===== src/rtl/mem_access_ctrl_if.sv =====
// Pipeline request/response handshake plus data-memory pin bundle.
// The controller connects through the slave modport, the requester/memory side through master.
interface mem_access_ctrl_if;
  logic         req_valid;
  logic         req_ready;
  logic         req_write;
  logic         req_pair;
  logic [63:0]  req_addr;
  logic [127:0] req_wdata;
  logic         resp_valid;
  logic         resp_err;
  logic [127:0] resp_rdata;
  logic         busy;
  logic [63:0]  mem_addr;
  logic [63:0]  mem_wdata;
  logic         mem_wr_en;
  logic         mem_rd_en;
  logic [63:0]  mem_read_data;

  modport slave (
    input  req_valid, req_write, req_pair, req_addr, req_wdata, mem_read_data,
    output req_ready, resp_valid, resp_err, resp_rdata, busy,
           mem_addr, mem_wdata, mem_wr_en, mem_rd_en
  );

  modport master (
    output req_valid, req_write, req_pair, req_addr, req_wdata, mem_read_data,
    input  req_ready, resp_valid, resp_err, resp_rdata, busy,
           mem_addr, mem_wdata, mem_wr_en, mem_rd_en
  );
endinterface


===== src/rtl/mem_access_ctrl.sv =====
// Memory-stage load/store sequencer: single or pair word accesses to a word-addressed
// 64-bit data memory with one-edge registered read latency, one request in flight.
module mem_access_ctrl #(
  parameter int unsigned DEPTH = 256
) (
  input  logic             clk,
  input  logic             rst,
  mem_access_ctrl_if.slave bus
);

  typedef enum logic [1:0] {IDLE, ISSUE, CAPTURE, RESP} state_t;

  localparam logic [63:0] LAST_SINGLE = 64'(DEPTH - 1);
  localparam logic [63:0] LAST_PAIR   = 64'(DEPTH - 2);

  state_t       state_q, state_d;
  logic         half_q, half_d;
  logic         write_q, write_d;
  logic         pair_q, pair_d;
  logic         err_q, err_d;
  logic [63:0]  addr_q, addr_d;
  logic [127:0] wdata_q, wdata_d;
  logic [63:0]  rdata_lo_q, rdata_lo_d;
  logic [63:0]  rdata_hi_q, rdata_hi_d;
  logic [63:0]  mem_addr_q, mem_addr_d;
  logic [63:0]  mem_wdata_q, mem_wdata_d;
  logic [127:0] resp_rdata_q, resp_rdata_d;

  logic [63:0]  issue_addr;
  logic [63:0]  issue_wdata;
  logic [127:0] resp_data;
  logic         in_range;

  always_comb begin
    state_d      = state_q;
    half_d       = half_q;
    write_d      = write_q;
    pair_d       = pair_q;
    err_d        = err_q;
    addr_d       = addr_q;
    wdata_d      = wdata_q;
    rdata_lo_d   = rdata_lo_q;
    rdata_hi_d   = rdata_hi_q;
    mem_addr_d   = mem_addr_q;
    mem_wdata_d  = mem_wdata_q;
    resp_rdata_d = resp_rdata_q;

    issue_addr  = addr_q + {63'b0, half_q};
    issue_wdata = half_q ? wdata_q[127:64] : wdata_q[63:0];
    resp_data   = (write_q || err_q) ? 128'b0
                                     : {(pair_q ? rdata_hi_q : 64'b0), rdata_lo_q};
    in_range    = bus.req_pair ? (bus.req_addr <= LAST_PAIR)
                               : (bus.req_addr <= LAST_SINGLE);

    case (state_q)
      IDLE: begin
        if (bus.req_valid) begin
          write_d = bus.req_write;
          pair_d  = bus.req_pair;
          addr_d  = bus.req_addr;
          wdata_d = bus.req_wdata;
          half_d  = 1'b0;
          err_d   = !in_range;
          state_d = in_range ? ISSUE : RESP;
        end
      end
      ISSUE: begin
        // Remember what was driven so the pins stay stable once the enables drop.
        mem_addr_d  = issue_addr;
        mem_wdata_d = issue_wdata;
        if (!write_q) begin
          state_d = CAPTURE;
        end else if (pair_q && !half_q) begin
          half_d = 1'b1;
        end else begin
          state_d = RESP;
        end
      end
      CAPTURE: begin
        if (half_q) rdata_hi_d = bus.mem_read_data;
        else        rdata_lo_d = bus.mem_read_data;
        if (pair_q && !half_q) begin
          half_d  = 1'b1;
          state_d = ISSUE;
        end else begin
          state_d = RESP;
        end
      end
      RESP: begin
        resp_rdata_d = resp_data;
        state_d      = IDLE;
      end
      default: state_d = IDLE;
    endcase
  end

  always_ff @(posedge clk) begin
    if (rst) begin
      state_q      <= IDLE;
      half_q       <= 1'b0;
      write_q      <= 1'b0;
      pair_q       <= 1'b0;
      err_q        <= 1'b0;
      mem_addr_q   <= 64'b0;
      mem_wdata_q  <= 64'b0;
      resp_rdata_q <= 128'b0;
    end else begin
      state_q      <= state_d;
      half_q       <= half_d;
      write_q      <= write_d;
      pair_q       <= pair_d;
      err_q        <= err_d;
      mem_addr_q   <= mem_addr_d;
      mem_wdata_q  <= mem_wdata_d;
      resp_rdata_q <= resp_rdata_d;
    end
  end

  always_ff @(posedge clk) begin
    addr_q     <= addr_d;
    wdata_q    <= wdata_d;
    rdata_lo_q <= rdata_lo_d;
    rdata_hi_q <= rdata_hi_d;
  end

  // Enables are masked by rst so a reset edge never commits a write or read.
  assign bus.req_ready  = (state_q == IDLE);
  assign bus.busy       = (state_q != IDLE);
  assign bus.resp_valid = (state_q == RESP);
  assign bus.resp_err   = (state_q == RESP) && err_q;
  assign bus.resp_rdata = (state_q == RESP) ? resp_data : resp_rdata_q;
  assign bus.mem_wr_en  = (state_q == ISSUE) && write_q && !rst;
  assign bus.mem_rd_en  = (state_q == ISSUE) && !write_q && !rst;
  assign bus.mem_addr   = (state_q == ISSUE) ? issue_addr : mem_addr_q;
  assign bus.mem_wdata  = (state_q == ISSUE) ? issue_wdata : mem_wdata_q;

endmodule


===== src/flat_wrapper.sv =====
// flat-port wrapper written by rule: the top's interface ports become plain ports
module mem_access_ctrl_flat 
#(
  parameter int unsigned DEPTH = 256
)
  (clk, rst, bus_req_valid, bus_req_write, bus_req_pair, bus_req_addr, bus_req_wdata, bus_mem_read_data, bus_req_ready, bus_resp_valid, bus_resp_err, bus_resp_rdata, bus_busy, bus_mem_addr, bus_mem_wdata, bus_mem_wr_en, bus_mem_rd_en);
  mem_access_ctrl_if bus_i ();
  input  logic clk;
  input  logic rst;
  input wire logic [$bits(bus_i.req_valid)-1:0] bus_req_valid;
  input wire logic [$bits(bus_i.req_write)-1:0] bus_req_write;
  input wire logic [$bits(bus_i.req_pair)-1:0] bus_req_pair;
  input wire logic [$bits(bus_i.req_addr)-1:0] bus_req_addr;
  input wire logic [$bits(bus_i.req_wdata)-1:0] bus_req_wdata;
  input wire logic [$bits(bus_i.mem_read_data)-1:0] bus_mem_read_data;
  output wire logic [$bits(bus_i.req_ready)-1:0] bus_req_ready;
  output wire logic [$bits(bus_i.resp_valid)-1:0] bus_resp_valid;
  output wire logic [$bits(bus_i.resp_err)-1:0] bus_resp_err;
  output wire logic [$bits(bus_i.resp_rdata)-1:0] bus_resp_rdata;
  output wire logic [$bits(bus_i.busy)-1:0] bus_busy;
  output wire logic [$bits(bus_i.mem_addr)-1:0] bus_mem_addr;
  output wire logic [$bits(bus_i.mem_wdata)-1:0] bus_mem_wdata;
  output wire logic [$bits(bus_i.mem_wr_en)-1:0] bus_mem_wr_en;
  output wire logic [$bits(bus_i.mem_rd_en)-1:0] bus_mem_rd_en;
  assign bus_i.req_valid = bus_req_valid;
  assign bus_i.req_write = bus_req_write;
  assign bus_i.req_pair = bus_req_pair;
  assign bus_i.req_addr = bus_req_addr;
  assign bus_i.req_wdata = bus_req_wdata;
  assign bus_i.mem_read_data = bus_mem_read_data;
  assign bus_req_ready = bus_i.req_ready;
  assign bus_resp_valid = bus_i.resp_valid;
  assign bus_resp_err = bus_i.resp_err;
  assign bus_resp_rdata = bus_i.resp_rdata;
  assign bus_busy = bus_i.busy;
  assign bus_mem_addr = bus_i.mem_addr;
  assign bus_mem_wdata = bus_i.mem_wdata;
  assign bus_mem_wr_en = bus_i.mem_wr_en;
  assign bus_mem_rd_en = bus_i.mem_rd_en;
  mem_access_ctrl #(.DEPTH(DEPTH)) u_core (.clk(clk), .rst(rst), .bus(bus_i));
endmodule

===== config.mk =====
export PLATFORM = sky130hd
export DESIGN_NAME = mem_access_ctrl_flat
export DESIGN_NICKNAME = d
export VERILOG_FILES = /design/src/rtl/mem_access_ctrl_if.sv /design/src/rtl/mem_access_ctrl.sv /design/src/flat_wrapper.sv
export SDC_FILE = /design/constraint.sdc
export NUM_CORES = 1
export LEC_CHECK = 0
export CORE_MARGIN = 5
export CORE_UTILIZATION = 41
export DETAILED_ROUTE_END_ITERATION = 7
export GPL_TIMING_DRIVEN = 0
export PLACE_DENSITY = 0.68
export SKIP_LAST_GASP = 1
export SLEW_MARGIN = 10
export SYNTH_ARGS = -nofsm -noshare
export SYNTH_HDL_FRONTEND = slang
export SYNTH_SLANG_ARGS = --single-unit

===== constraint.sdc =====
create_clock -name clk -period 17.4 [get_ports clk]
set_clock_uncertainty 0.1 [all_clocks]
set_input_delay 3.48 -clock clk [delete_from_list [all_inputs] [get_ports clk]]
set_output_delay 3.48 -clock clk [all_outputs]
set_load 0.01 [all_outputs]

==> flow_summary.yaml, run 1 <==
outcome:
  outcome: "completed"
placement:
  dpl.hpwl_mm: 49.6
  port-buffer-count: 521
  dp.cells: 3171
  globalplace.congestion: 0.853
synth:
  synth-adder-area-share_pct: 0.337
  netlist.top_cell.by_area: "edfxtp_1"
  yosys-top-cells-count: "edfxtp_1 (320), dfxtp_1 (262), nor2b_1 (222)"
  synth_most_common_cell: "edfxtp_1"
  synth_ff_type: "edfxtp_1"
  yosys.area.top_type_share_pct: 43.1
  synth-seq-area-share_pct: 66.7
  syn_inst: 1950
  syn-num-nets: 2217
  synth_mux_area_share_pct: 3.26
  netlist_area_sq_um: 22300
  synth_top_family_by_area: "simple AND/OR/NAND/NOR gates"
  yosys.area_share.xor_xnor_pct: 1.89
  synth.distinct_cells: 53
  yosys.area_share.simple_pct: 16.2
  ys_ff_latch: 582
  postSynth.asyncResetShare_pct: 0
  synth_edf_count: 320
  synth_area_leaders: "edfxtp_1 (43%), dfxtp_1 (24%), nor2b_1 (6.2%)"
  synth.avg_cell_area_sq_um: 11.4
  synth_compound_area_share_pct: 7.34
  yosysWarnings: 0
clocking:
  cts_tree: "yes"
  clkLatencyLatePin_ps: 610
  cts_setup_buffers: 0
  clock-root-buffer: "clkbuf_16"
  cts_resized: 0
  cts_buffers: 59
  postCtsHoldBufs: 0
  clk_pin_slew_worst_paths_ps: 60
  cts_max_path_buffers: 3
  cts_sinks: 582
  h-tree-depth: 2
routing:
  drtAntennaViolNets: 0
  wire_per_inst_um: 20.2
  vias_per_cell: 5.02
  wl_mm: 66.3
  route.detailed.drc: 0
  vias: 16500
  drt_iter0_drc: 1027
  drt_first_pass_iters: 5
sta:
  fin_tns_setup_ps: 0
  holdWs_ps: 375
  rsz0062_at_grt: "false"
  finalWorstPathRequiredPeriod_ps: 8910
  slew_violations: 0
  finalHoldViolations: 0
  tightest_slew_ps: 924
  slew_headroom_pct: 38.4
  timing.fmax_ghz: 0.112
  fin_crit_sh_pct: 51.2
  setup_viol: 0
critical_path:
  cp-start-kind: "primary input"
  crit_path_max_incr_delay_ps: 600
  cpMostUsedCell: "clkbuf_1"
  worst-setup-path-type: "in2out"
  worstPathRequired_ps: 13820
  path_max_fanout: 10
  crit_path_end_kind: "primary output"
  path_cells: "clkbuf_1 > clkbuf_1 > nor2_1 > clkdlybuf4s50_1"
  slowest_stage: "clkbuf_1"
  worstPathArrival_ps: 5330
power_and_ir_drop:
  pwr-share-seq_pct: 39.0
  fin_total_pwr_uw: 4840
  vdd_drop_max_v: 0.000105
  pwr-share-comb_pct: 33.8
  leakagePower_uw: 0.0103
  clkPwrFrac_pct: 27.2
  power.switching_uw: 1540
  powerDensity_nw_per_um2: 158
  p_int_uw: 3300
  switching_share_pct: 31.7
global_route:
  grt_max_degree: 130
  grt_overflow: 0
  antenna_found_initial: 7
  grt_pass1_vias: 16900
  grt_pass1_wl_mm: 99.8
  grt_usage_pct: 21.5
cells_and_area:
  nFillCells: 4522
  fin_nets: 2803
  area_delta_synth_final_pct: 37.1
  final_layout_size_suffix_gt1_share_pct: 5.41
  layoutNonFillerInstCount: 3286
min_path:
  min_path_type: "reg2reg"
floorplan:
  die_area_sq_um: 59100
  initial_core_util_pct: 41.4
  die_h_um: 243
  fp-row-count: 85
  chipWidth_um: 243
  ioPinCount: 523
  core_area_sq_um: 53800
run:
  maxCapViolCount: 0
-- power groups by stage --
| stage | clock, uW | combinational (uW) | sequential (uW) |
|---|---|---|---|
| 5_1_grt | 1400 | 1760 | 1910 |
| 4_1_cts | 1340 | 1650 | 1890 |
| 2_1_floorplan | 0 | 764 | 1910 |
| 3_5_place_dp | 0 | 1640 | 1910 |
| 3_3_place_gp | 0 | 1600 | 1950 |
| 6_report | 1320 | 1630 | 1890 |
-- critical path, delay by kind of cell --
family,cells,cell delay (ps)
simple gates,1,180
buf+inv,3,1660
-- registers in the layout, indices dropped and copies added (netlist names), 2 cells and up --
register	flops
u_core.resp_rdata_q	128
u_core.mem_addr_q	64
u_core.rdata_hi_q	64
u_core.mem_wdata_q	64
u_core.rdata_lo_q	64
u_core.state_q	2
u_core.wdata_q	128
u_core.addr_q	64
-- worst paths after layout --
check,from,to,slack (ps),depth (start not counted)
setup / recovery,rst,bus_mem_wr_en,8490,4
hold / removal,u_core.mem_addr_q[59]$_SDFF_PP0_,u_core.mem_addr_q[59]$_SDFF_PP0_,370,2
setup reg to reg,u_core.state_q[1]$_SDFFE_PP0P_,u_core.mem_addr_q[53]$_SDFF_PP0_,14120,8
hold reg to reg,u_core.mem_addr_q[59]$_SDFF_PP0_,u_core.mem_addr_q[59]$_SDFF_PP0_,370,2
-- layout make-up --
class	count	area, sq um	share of cell area, %
diodes	3	7.51	0.0246
plain buffers	106	418	1.37
clock buffers	75	1660	5.44
clock inverters	37	389	1.27
inverters	142	541	1.77
multi-input cells	1120	6480	21.2
flip-flops and latches	582	14900	48.7
well taps	696	871	2.85
repair buffers	525	5310	17.4
-- per-layer routing --
layer | up-vias | share of wire (%) | global-route usage [%]
li1 | 7860 | - | -
met1 | 7865 | 39 | 26.1
met2 | 642 | 50 | 37.3
met3 | 111 | 8.1 | 5.90
met4 | 6 | 3.2 | 7.21
met5 | - | 0.042 | 0
-- per-stage QoR --
stage,util [%],cell area [sq um],setup WS (ps)
floorplan,-,22300,9420
global placement,52.7,28400,6940
detailed placement,52.9,28500,8450
CTS,56.7,30500,8450
global route,56.7,30500,8390
finish,56.7,30500,8490
-- cell families (layout without fill, tap and decap cells) --
| kind of cell | Yosys count | after routing |
|---|---|---|
| adders and majority gates | 6 | 6 |
| other | 0 | 3 |
| and+or+nand+nor | 694 | 694 |
| muxes | 72 | 72 |
| DFF | 582 | 582 |
| AOI/OAI and AO/OA | 300 | 300 |
| xor gates and xnor gates | 48 | 48 |
| buffers and inverters | 248 | 885 |
-- cells in the final DEF, fill, tap and decap left out, types with 4 or more instances in the layout --
cell and count:
and3_1 13, clkdlybuf4s50_1 521, buf_1 10, nand4_1 24
nand2b_1 4, clkinvlp_4 5, o21ai_0 130, a31oi_1 7
nor2_1 135, a21oi_1 121, nor3_1 30, or3_1 6
and4_1 5, edfxtp_1 320, inv_1 141, nor2b_1 221
clkbuf_16 62, nand3_1 31, mux2i_1 67, clkbuf_8 6
bufinv_16 7, clkinv_1 5, nand2_1 176, a211oi_1 28
buf_2 4, xnor2_1 31, xor2_1 17, dfxtp_1 262
nor4_1 20, clkinv_2 17, and2_1 5, ha_1 6
clkbuf_1 96, nor4_2 5, mux2_2 5
Note: power is estimated with default switching activity, not from simulation.
==> inputs of run 2 (changes only) <==
- PLACE_DENSITY: 0.68 -> 0.7
- clock period: 17.4 -> 8 ns (I/O delays scaled with it)
==> run 2 against run 1 <==
Net effect: flip-flop and latch count did not move; cell count barely moved; register-to-register slack got worse by 9400 ps; sequential power rose by 120%; total power rose by 110%; non-clock buffer count did not move; cell area fell by 0.36%; largest power group unchanged; highest routed layer unchanged; global-route usage fell by 0.40 points; via count fell by 0.49%; worst setup slack got worse by 6500 ps; core utilization fell by 0.20 points; clock power rose by 110%.
==> flow_summary.yaml, run 2 (synthesis gave the netlist of run 1 again) <==
outcome:
  outcome: "completed"
clocking:
  clock-root-buffer: "clkbuf_16"
  cts_setup_buffers: 0
  clkLatencyLatePin_ps: 610
  cts_tree: "yes"
  cts_sinks: 582
  clk_pin_slew_worst_paths_ps: 60
  cts_resized: 0
  cts_buffers: 58
  cts_max_path_buffers: 3
  postCtsHoldBufs: 0
  h-tree-depth: 2
floorplan:
  chipWidth_um: 243
  initial_core_util_pct: 41.4
  fp-row-count: 85
  ioPinCount: 523
  core_area_sq_um: 53800
  die_h_um: 243
  die_area_sq_um: 59100
power_and_ir_drop:
  p_int_uw: 7090
  leakagePower_uw: 0.0102
  fin_total_pwr_uw: 10400
  switching_share_pct: 31.7
  clkPwrFrac_pct: 26.4
  vdd_drop_max_v: 0.000190
  power.switching_uw: 3300
  powerDensity_nw_per_um2: 341
  pwr-share-comb_pct: 34.1
  pwr-share-seq_pct: 39.6
critical_path:
  crit_path_end_kind: "primary output"
  cp-start-kind: "flop"
  worstPathArrival_ps: 4280
  worst-setup-path-type: "reg2out"
  worstPathRequired_ps: 6300
  path_max_fanout: 10
sta:
  slew_headroom_pct: 36.7
  finalHoldViolations: 0
  timing.fmax_ghz: 0.167
  fin_crit_sh_pct: 74.7
  rsz0062_at_grt: "false"
  tightest_slew_ps: 950
  setup_viol: 0
  setup_slack_ps: 2020
  slew_violations: 0
  finalWorstPathRequiredPeriod_ps: 5980
placement:
  pre_cts_slack_ps: 2690
  globalplace.congestion: 0.869
  dp.cells: 3171
  dpl.hpwl_mm: 49.1
  port-buffer-count: 521
cells_and_area:
  final_cell_mix: "clkdlybuf4s50_1 (521), edfxtp_1 (320), dfxtp_1 (262), nor2b_1 (221), nand2_1 (176)"
  final_layout_size_suffix_gt1_share_pct: 4.72
  area_delta_synth_final_pct: 36.6
  nFillCells: 4447
  fin_nets: 2802
  final_common_cell: "clkdlybuf4s50_1"
  reg_top3: "u_core.resp_rdata_q x128, u_core.wdata_q x128"
  layoutNonFillerInstCount: 3287
global_route:
  grt_overflow: 0
  grt_pass1_wl_mm: 97.6
  busiest_layer: "met2"
  antenna_found_initial: 7
  grt_use_met2_pct: 36.3
  use_met1_pct: 25.5
  grt_max_degree: 127
  grt_pass1_vias: 16900
  grtUsageMet3_pct: 6.04
  grt_usage_pct: 21.1
routing:
  drtAntennaViolNets: 0
  vias_per_cell: 4.99
  drt_first_pass_iters: 5
  wl_mm: 65.6
  drt_iter0_drc: 1100
  wire_per_inst_um: 19.9
  vias: 16400
  route.detailed.drc: 0
min_path:
  min_path_type: "reg2reg"
run:
  maxCapViolCount: 0
run 2: worst max-delay path: stages, from the launching register on:
cell and delay, ps:
dfxtp_1 340, inv_1 110, ha_1 140, clkbuf_1 270, clkbuf_1 690, clkbuf_1 590
clkbuf_1 560, nand3_1 220, nand3_1 190, clkdlybuf4s50_1 560
run 2: layer usage:
metal | up-vias | routed length, um
li1 | 7859 | -
met1 | 7785 | 26200
met2 | 636 | 32000
met3 | 120 | 5050
met4 | 4 | 2270
met5 | - | 27
run 2: power by group through the flow:
stage	sequential [uW]	combinational [uW]	clock, uW
final	4110	3540	2740
after CTS	4110	3570	2800
after global placement	4240	3460	0
after floorplan	4160	1660	0
after global routing	4150	3820	2910
after detailed placement	4160	3530	0
run 2: final timing paths:
kind                                       start                          endpoint  slack (ps)  cells after the start
setup / recovery  u_core.state_q[1]$_SDFFE_PP0P_                  bus_mem_addr[61]        2020                      9
hold reg to reg       u_core.pair_q$_SDFFE_PP0P_        u_core.pair_q$_SDFFE_PP0P_         380                      2
hold / removal        u_core.pair_q$_SDFFE_PP0P_        u_core.pair_q$_SDFFE_PP0P_         380                      2
setup reg to reg  u_core.state_q[1]$_SDFFE_PP0P_  u_core.mem_addr_q[22]$_SDFF_PP0_        4690                      8
run 2: area by class of cell:
cell class | count | area [sq um] | share of cell area, %
Sequential cell | 582 | 14900 | 48.8
Clock inverter | 34 | 329 | 1.08
Tap cell | 696 | 871 | 2.86
Inverter | 142 | 541 | 1.78
Clock buffer | 76 | 1610 | 5.30
Multi-Input combinational cell | 1120 | 6480 | 21.3
Timing Repair Buffer | 525 | 5300 | 17.4
Antenna cell | 6 | 15.0 | 0.0494
Buffer | 106 | 418 | 1.37
run 2: stage by stage:
step	setup TNS [ps]	area (sq um)	hold slack [ps]	util, %
5_1_grt	0	30400	416	56.5
4_1_cts	0	30400	392	56.5
2_1_floorplan	0	22300	351	-
6_report	0	30400	385	56.5
3_3_place_gp	-26080	28400	362	52.7
3_5_place_dp	0	28500	381	52.9
